--- config.mk ---
export PLATFORM = sky130hd
export DESIGN_NAME = store_write_buffer
export DESIGN_NICKNAME = d
export VERILOG_FILES = /design/src/rtl/swb_pkg.sv /design/src/rtl/swb_fifo.sv /design/src/rtl/store_write_buffer.sv
export SDC_FILE = /design/constraint.sdc
export NUM_CORES = 1
export LEC_CHECK = 0
export CORE_MARGIN = 2
export CORE_UTILIZATION = 55
export CTS_BUF_LIST = sky130_fd_sc_hd__clkbuf_2
export DETAILED_ROUTE_END_ITERATION = 10
export GPL_TIMING_DRIVEN = 0
export HOLD_SLACK_MARGIN = 0.03
export PLACE_DENSITY = 0.81
export SYNTH_ARGS = -nofsm -noshare
export SYNTH_HDL_FRONTEND = slang
export SYNTH_SLANG_ARGS = --single-unit
--- constraint.sdc ---
create_clock -name clk -period 6.54 [get_ports clk]
set_input_delay 1.308 -clock clk [delete_from_list [all_inputs] [get_ports clk]]
set_output_delay 1.308 -clock clk [all_outputs]
set_load 0.01 [all_outputs]
--- src/rtl/swb_pkg.sv ---
// ----------------------------------------------------------------------------
// swb_pkg
// Shared definitions for the posted-store write buffer (store_write_buffer).
//   SWB_DEPTH  default number of buffered stores (power of two, >= 2)
//   SWB_AW     store address width
//   SWB_DW     store data width
//   SWB_PTR_W  pointer width for the default depth
//   swb_state_e  drain FSM states
//   swb_entry_t  one buffered store {addr, data}
// ----------------------------------------------------------------------------
package swb_pkg;

  localparam int SWB_DEPTH = 4;
  localparam int SWB_AW    = 32;
  localparam int SWB_DW    = 32;
  localparam int SWB_PTR_W = $clog2(SWB_DEPTH);

  typedef enum logic {
    SWB_IDLE = 1'b0,
    SWB_REQ  = 1'b1
  } swb_state_e;

  typedef struct packed {
    logic [SWB_AW-1:0] addr;
    logic [SWB_DW-1:0] data;
  } swb_entry_t;

endpackage

--- src/rtl/swb_fifo.sv ---
// ----------------------------------------------------------------------------
// swb_fifo
// Circular storage for buffered stores, with read/write pointers and occupancy.
// Ports:
//   clk, reset            clock, synchronous active-high reset
//   push, push_addr/data  write a new entry at the tail (ignored when full)
//   pop                   retire the head entry (ignored when empty)
//   head_addr/head_data   oldest entry
//   count, full, empty    occupancy
//   rd_ptr                head index, used by the forwarding lookup
//   entry_addr/entry_data raw storage, used by the forwarding lookup
// ----------------------------------------------------------------------------
module swb_fifo
  import swb_pkg::*;
#(
  parameter int DEPTH = SWB_DEPTH,
  parameter int AW    = SWB_AW,
  parameter int DW    = SWB_DW,
  localparam int PTR_W = $clog2(DEPTH),
  localparam int CNT_W = PTR_W + 1
) (
  input  logic             clk,
  input  logic             reset,
  input  logic             push,
  input  logic [AW-1:0]    push_addr,
  input  logic [DW-1:0]    push_data,
  input  logic             pop,
  output logic [AW-1:0]    head_addr,
  output logic [DW-1:0]    head_data,
  output logic [CNT_W-1:0] count,
  output logic             full,
  output logic             empty,
  output logic [PTR_W-1:0] rd_ptr,
  output logic [AW-1:0]    entry_addr [DEPTH],
  output logic [DW-1:0]    entry_data [DEPTH]
);

  logic [PTR_W-1:0] wr_ptr_q, wr_ptr_d;
  logic [PTR_W-1:0] rd_ptr_q, rd_ptr_d;
  logic [CNT_W-1:0] count_q, count_d;
  logic [AW-1:0]    addr_q [DEPTH];
  logic [AW-1:0]    addr_d [DEPTH];
  logic [DW-1:0]    data_q [DEPTH];
  logic [DW-1:0]    data_d [DEPTH];
  logic             do_push;
  logic             do_pop;

  assign full       = (count_q == CNT_W'(DEPTH));
  assign empty      = (count_q == '0);
  assign count      = count_q;
  assign rd_ptr     = rd_ptr_q;
  assign head_addr  = addr_q[rd_ptr_q];
  assign head_data  = data_q[rd_ptr_q];
  assign entry_addr = addr_q;
  assign entry_data = data_q;

  // Pointer and occupancy update. Pointers are exactly PTR_W bits wide, so
  // DEPTH being a power of two makes the wrap from DEPTH-1 to 0 implicit.
  // The full/empty guards live here so the count can never overflow or
  // underflow whatever the caller asserts.
  always_comb begin
    wr_ptr_d = wr_ptr_q;
    rd_ptr_d = rd_ptr_q;
    count_d  = count_q;
    addr_d   = addr_q;
    data_d   = data_q;
    do_push  = push && !full;
    do_pop   = pop && !empty;
    if (do_push) begin
      addr_d[wr_ptr_q] = push_addr;
      data_d[wr_ptr_q] = push_data;
      wr_ptr_d         = wr_ptr_q + 1'b1;
    end
    if (do_pop) begin
      rd_ptr_d = rd_ptr_q + 1'b1;
    end
    case ({do_push, do_pop})
      2'b10:   count_d = count_q + 1'b1;
      2'b01:   count_d = count_q - 1'b1;
      default: count_d = count_q;
    endcase
  end

  // State registers. Storage is cleared too so the head outputs read zero
  // straight out of reset.
  always_ff @(posedge clk) begin
    if (reset) begin
      wr_ptr_q <= '0;
      rd_ptr_q <= '0;
      count_q  <= '0;
      for (int i = 0; i < DEPTH; i++) begin
        addr_q[i] <= '0;
        data_q[i] <= '0;
      end
    end else begin
      wr_ptr_q <= wr_ptr_d;
      rd_ptr_q <= rd_ptr_d;
      count_q  <= count_d;
      addr_q   <= addr_d;
      data_q   <= data_d;
    end
  end

endmodule

--- src/rtl/store_write_buffer.sv ---
// ----------------------------------------------------------------------------
// store_write_buffer
// Posted-store buffer between the core store port and data memory. Stores are
// absorbed in one cycle and drained in issue order over a req/ack handshake;
// the core is stalled only while the buffer is full.
// Configuration macro: STORE_FWD_EN enables store-to-load forwarding
// (ld_hit/ld_data); without it those outputs are constant zero.
// Ports:
//   clk, reset                      clock, synchronous active-high reset
//   memwrite, dataadr, writedata    core store port
//   stall                           store not accepted this cycle (full)
//   mem_req, mem_addr, mem_wdata    drain request carrying the head entry
//   mem_ack                         memory accepted the head entry
//   ld_addr, ld_hit, ld_data        forwarding lookup
// ----------------------------------------------------------------------------
module store_write_buffer
  import swb_pkg::*;
#(
  parameter int DEPTH = SWB_DEPTH,
  parameter int AW    = SWB_AW,
  parameter int DW    = SWB_DW
) (
  input  logic          clk,
  input  logic          reset,
  input  logic          memwrite,
  input  logic [AW-1:0] dataadr,
  input  logic [DW-1:0] writedata,
  output logic          stall,
  output logic          mem_req,
  output logic [AW-1:0] mem_addr,
  output logic [DW-1:0] mem_wdata,
  input  logic          mem_ack,
  input  logic [AW-1:0] ld_addr,
  output logic          ld_hit,
  output logic [DW-1:0] ld_data
);

  localparam int PTR_W = $clog2(DEPTH);
  localparam int CNT_W = PTR_W + 1;

  swb_state_e       state_q, state_d;
  logic             pop;
  logic [AW-1:0]    head_addr;
  logic [DW-1:0]    head_data;
  logic [CNT_W-1:0] count;
  logic             full;
  logic             empty;
  logic [PTR_W-1:0] rd_ptr;
  logic [AW-1:0]    entry_addr [DEPTH];
  logic [DW-1:0]    entry_data [DEPTH];

  swb_fifo #(
    .DEPTH (DEPTH),
    .AW    (AW),
    .DW    (DW)
  ) u_fifo (
    .clk        (clk),
    .reset      (reset),
    .push       (memwrite),
    .push_addr  (dataadr),
    .push_data  (writedata),
    .pop        (pop),
    .head_addr  (head_addr),
    .head_data  (head_data),
    .count      (count),
    .full       (full),
    .empty      (empty),
    .rd_ptr     (rd_ptr),
    .entry_addr (entry_addr),
    .entry_data (entry_data)
  );

  // A full buffer refuses the store even if the head drains this very cycle;
  // the held store goes in on the following cycle.
  assign stall = memwrite && full;

  // The memory side only sees a valid head while a request is outstanding.
  assign mem_req   = (state_q == SWB_REQ);
  assign mem_addr  = mem_req ? head_addr : '0;
  assign mem_wdata = mem_req ? head_data : '0;
  assign pop       = mem_req && mem_ack;

  // Drain FSM: every acknowledged transfer returns to IDLE, which leaves one
  // bubble cycle between consecutive drains.
  always_comb begin
    state_d = state_q;
    case (state_q)
      SWB_IDLE: if (!empty) state_d = SWB_REQ;
      SWB_REQ:  if (mem_ack) state_d = SWB_IDLE;
      default:  state_d = SWB_IDLE;
    endcase
  end

  always_ff @(posedge clk) begin
    if (reset) begin
      state_q <= SWB_IDLE;
    end else begin
      state_q <= state_d;
    end
  end

`ifdef STORE_FWD_EN
  logic [PTR_W-1:0] idx;

  // Walk the valid entries from oldest to youngest; a later match overrides
  // an earlier one, so ld_data ends up holding the youngest matching store.
  // Only registered entries are searched, so a same-cycle push never hits.
  always_comb begin
    ld_hit  = 1'b0;
    ld_data = '0;
    idx     = '0;
    for (int i = 0; i < DEPTH; i++) begin
      idx = rd_ptr + PTR_W'(i);
      if ((CNT_W'(i) < count) && (entry_addr[idx] == ld_addr)) begin
        ld_hit  = 1'b1;
        ld_data = entry_data[idx];
      end
    end
  end
`else
  logic unused_fwd;

  // Forwarding is compiled out; the lookup inputs are folded into a dummy
  // signal so the interface stays identical in both builds.
  always_comb begin
    unused_fwd = ^ld_addr ^ ^rd_ptr ^ ^count;
    for (int i = 0; i < DEPTH; i++) begin
      unused_fwd = unused_fwd ^ ^entry_addr[i] ^ ^entry_data[i];
    end
  end

  assign ld_hit  = 1'b0;
  assign ld_data = '0;
`endif

endmodule

==> flow_summary.yaml <==
worst_setup_path:
  worstPathMaxFanout: 10
  worstPathArrival_ns: 3.25
  crit_family: "buffers and inverters"
  path_class: "reg2out"
  required_ns: 5.23
  worst_path_max_delay_cell: "mux4_2"
  crit_buf_inv: 4
  critPathLaunchType: "flip-flop"
  cp_cell_sequence: "clkbuf_1, buf_4, buf_2, mux4_2, and2_1, clkdlybuf4s50_1"
  end_kind: "primary output"
  max_stage_delay_ns: 0.54
pwr:
  power_density_nw_per_um2: 225
  finalPower_w: 0.00343
  p_leak_nw: 6.62
  max-vdd-ir-drop_v: 0.000123
sta:
  min_period_ns: 4.56
  max_freq_mhz: 219
  hold_viol: 0
  skew_ns: 0.0575
  drv_slew: 0
  finalSetupViolCount: 0
  rsz0062_at_grt: "no"
  setup-tns-final_ns: 0
  fin_crit_sh: 0.697
  tightest_slew_ns: 0.744
  slew-limit-headroom: 0.504
clock_tree:
  cts.sinks: 264
  path_clk_slew_ns: 0.11
  clock_path_buffers: 3
  clk_latency_ns: 0.83
  ctsHoldBuffers: 0
  cts_buffers: 68
  htreeDepth: 3
  root_buffer: "clkbuf_2"
  ctsResizeCount: 0
  tritoncts: "built"
  cts_setup_buffers: 0
yosys:
  netlist_instances: 1137
  synthFlopType: "dfxtp_1"
  synth_cell_types: 34
  syn_area_per_cell_um2: 11.3
  yosysSeqAreaShare: 0.413
  postSynth.asyncResetShare: 0
  ys_warn_count: 0
  synth_edf_count: 0
  syn_area_um2: 12800
  ys_seq_elements: 264
placement:
  io_buffers: 132
  post-place-cells: 1586
  place_area_um2: 14600
  dpl.hpwl_um: 20200
  routabilityCongestion: 0.764
global_route:
  grt_overflow: 0
  grt_util_all_layers: 0.250
  grt_pass1_vias: 9291
  grt_max_degree: 11
  antenna_found_initial: 2
  grt_pass1_wl_um: 47800
die:
  io_pins: 199
  start_util: 0.564
  fp.dieArea_um2: 24500
  die_x_um: 157
  fp.dieH_um: 157
  rows: 55
  fp.coreArea_um2: 22700
drt:
  drc_errors: 0
  wl_per_cell_um: 17.6
  antenna_left: 0
  viasPerCell: 5.26
  num_vias: 8975
  drt-total-wl_um: 30000
  first_pass_iters: 5
  drtIter0Drc: 369
worst_hold_path:
  hold_path_class: "reg2reg"
cells_and_area:
  design_area_um2: 15200
  fin_cells: 1707
  layout-drive-gt1-share: 0.173
  nets: 1477
  area_growth_pct: 18.8
  nFillCells: 1831
run_status:
  status: "finished clean"
run:
  maxCapViolations: 0
final timing paths:
check / slack (ns) / cells past startpoint / to / start
min reg2reg: 0.48 / 2 / u_fifo.entry_addr[7] / u_fifo.entry_addr[7]
max: 1.98 / 6 / mem_wdata[11] / u_fifo.rd_ptr[0]
min: 0.48 / 2 / u_fifo.entry_addr[7] / u_fifo.entry_addr[7]
max reg2reg: 4.17 / 9 / u_fifo.count[2] / u_fifo.count[2]
area by class of cell:
| type | count | area [µm²] | area share |
|---|---|---|---|
| Clock inverter | 19 | 97.6 | 0.00642 |
| Sequential cell | 264 | 5290 | 0.348 |
| Inverter | 6 | 22.5 | 0.00148 |
| Clock buffer | 100 | 500 | 0.0329 |
| Antenna cell | 2 | 5.00 | 0.000329 |
| Timing Repair Buffer | 132 | 1320 | 0.0869 |
| Buffer | 122 | 778 | 0.0512 |
| Multi-Input combinational cell | 777 | 6830 | 0.450 |
| Tap cell | 285 | 357 | 0.0235 |
synthesized netlist by cell type, types with 5 or more instances:
library cell | instances | area [µm²]
dfxtp_1 | 264 | 5290
mux2i_1 | 256 | 2560
clkbuf_1 | 47 | 176
nand2b_1 | 321 | 2010
mux4_2 | 64 | 1440
nor2_1 | 8 | 30.0
ha_1 | 5 | 62.6
buf_4 | 41 | 308
and2_1 | 64 | 400
buf_6 | 12 | 135
buf_1 | 5 | 18.8
inv_1 | 6 | 22.5
buf_2 | 13 | 65.1
worst register-to-register path: stages, from the launching register on:
cell and delay, ns:
dfxtp_1 0.42, or3b_1 0.41, buf_6 0.16, nand2_1 0.09, ha_1 0.19, inv_1 0.06, fa_1 0.38, xor2_1 0.16
or3_1 0.30, a21oi_1 0.13
layer usage:
metal / up-vias / track usage / wire (µm)
li1: 4313 / - / -
met1: 4341 / 0.322 / 13400
met2: 261 / 0.420 / 14400
met3: 58 / 0.0432 / 1520
met4: 2 / 0.0965 / 668
met5: - / 0 / 13
power by group:
part,total (W),leakage (nW),switching (W),internal [W]
registers,0.00173,2.14,0.0000425,0.00168
logic,0.000583,4.01,0.000282,0.000301
clock network,0.00112,0.468,0.000673,0.000445
total,0.00343,6.62,0.000998,0.00243
flip-flops by register name (all words and copies together), names as in the netlist:
signal	count
u_fifo.entry_data	128
mem_req	1
u_fifo.entry_addr	128
u_fifo.rd_ptr	2
u_fifo.count	3
u_fifo.wr_ptr_q	2
layout by cell type (no fill, tap or decap), types with 2 or more instances in the layout:
cell	instances
inv_2	4
nor2_1	8
clkinv_1	14
ha_1	5
and3_4	2
nand3_1	3
buf_4	41
buf_1	5
nand2b_1	321
clkdlybuf4s50_1	132
and2_1	64
inv_1	6
nand3_2	2
mux4_2	64
conb_1	33
diode_2	2
buf_6	12
buf_2	13
clkbuf_2	100
a21oi_1	4
xor2_1	2
mux2i_1	256
buf_12	3
clkbuf_1	47
dfxtp_1	264
kinds of logic after synthesis:
family / Yosys count / synth area share
buffers and inverters: 128 / 0.0626
AO/OA/AOI/OAI: 9 / 0.00459
multiplexers: 321 / 0.314
adder cells (fa/ha/maj): 6 / 0.00645
flip-flops: 264 / 0.413
other: 1 / 0.000293
AND/OR/NAND/NOR: 405 / 0.197
XOR/XNOR: 3 / 0.00205
metrics by stage:
| step | hold WS (ns) | utilization | setup WS [ns] |
|---|---|---|---|
| finish | 0.475 | 0.669 | 1.98 |
| global route | 0.494 | 0.669 | 1.74 |
| CTS | 0.480 | 0.669 | 1.90 |
| detailed placement | 0.464 | 0.643 | 2.22 |
| global placement | 0.455 | 0.643 | 2.24 |
| floorplan | 0.445 | - | 3.39 |
Power figures use the tool's default switching activity.
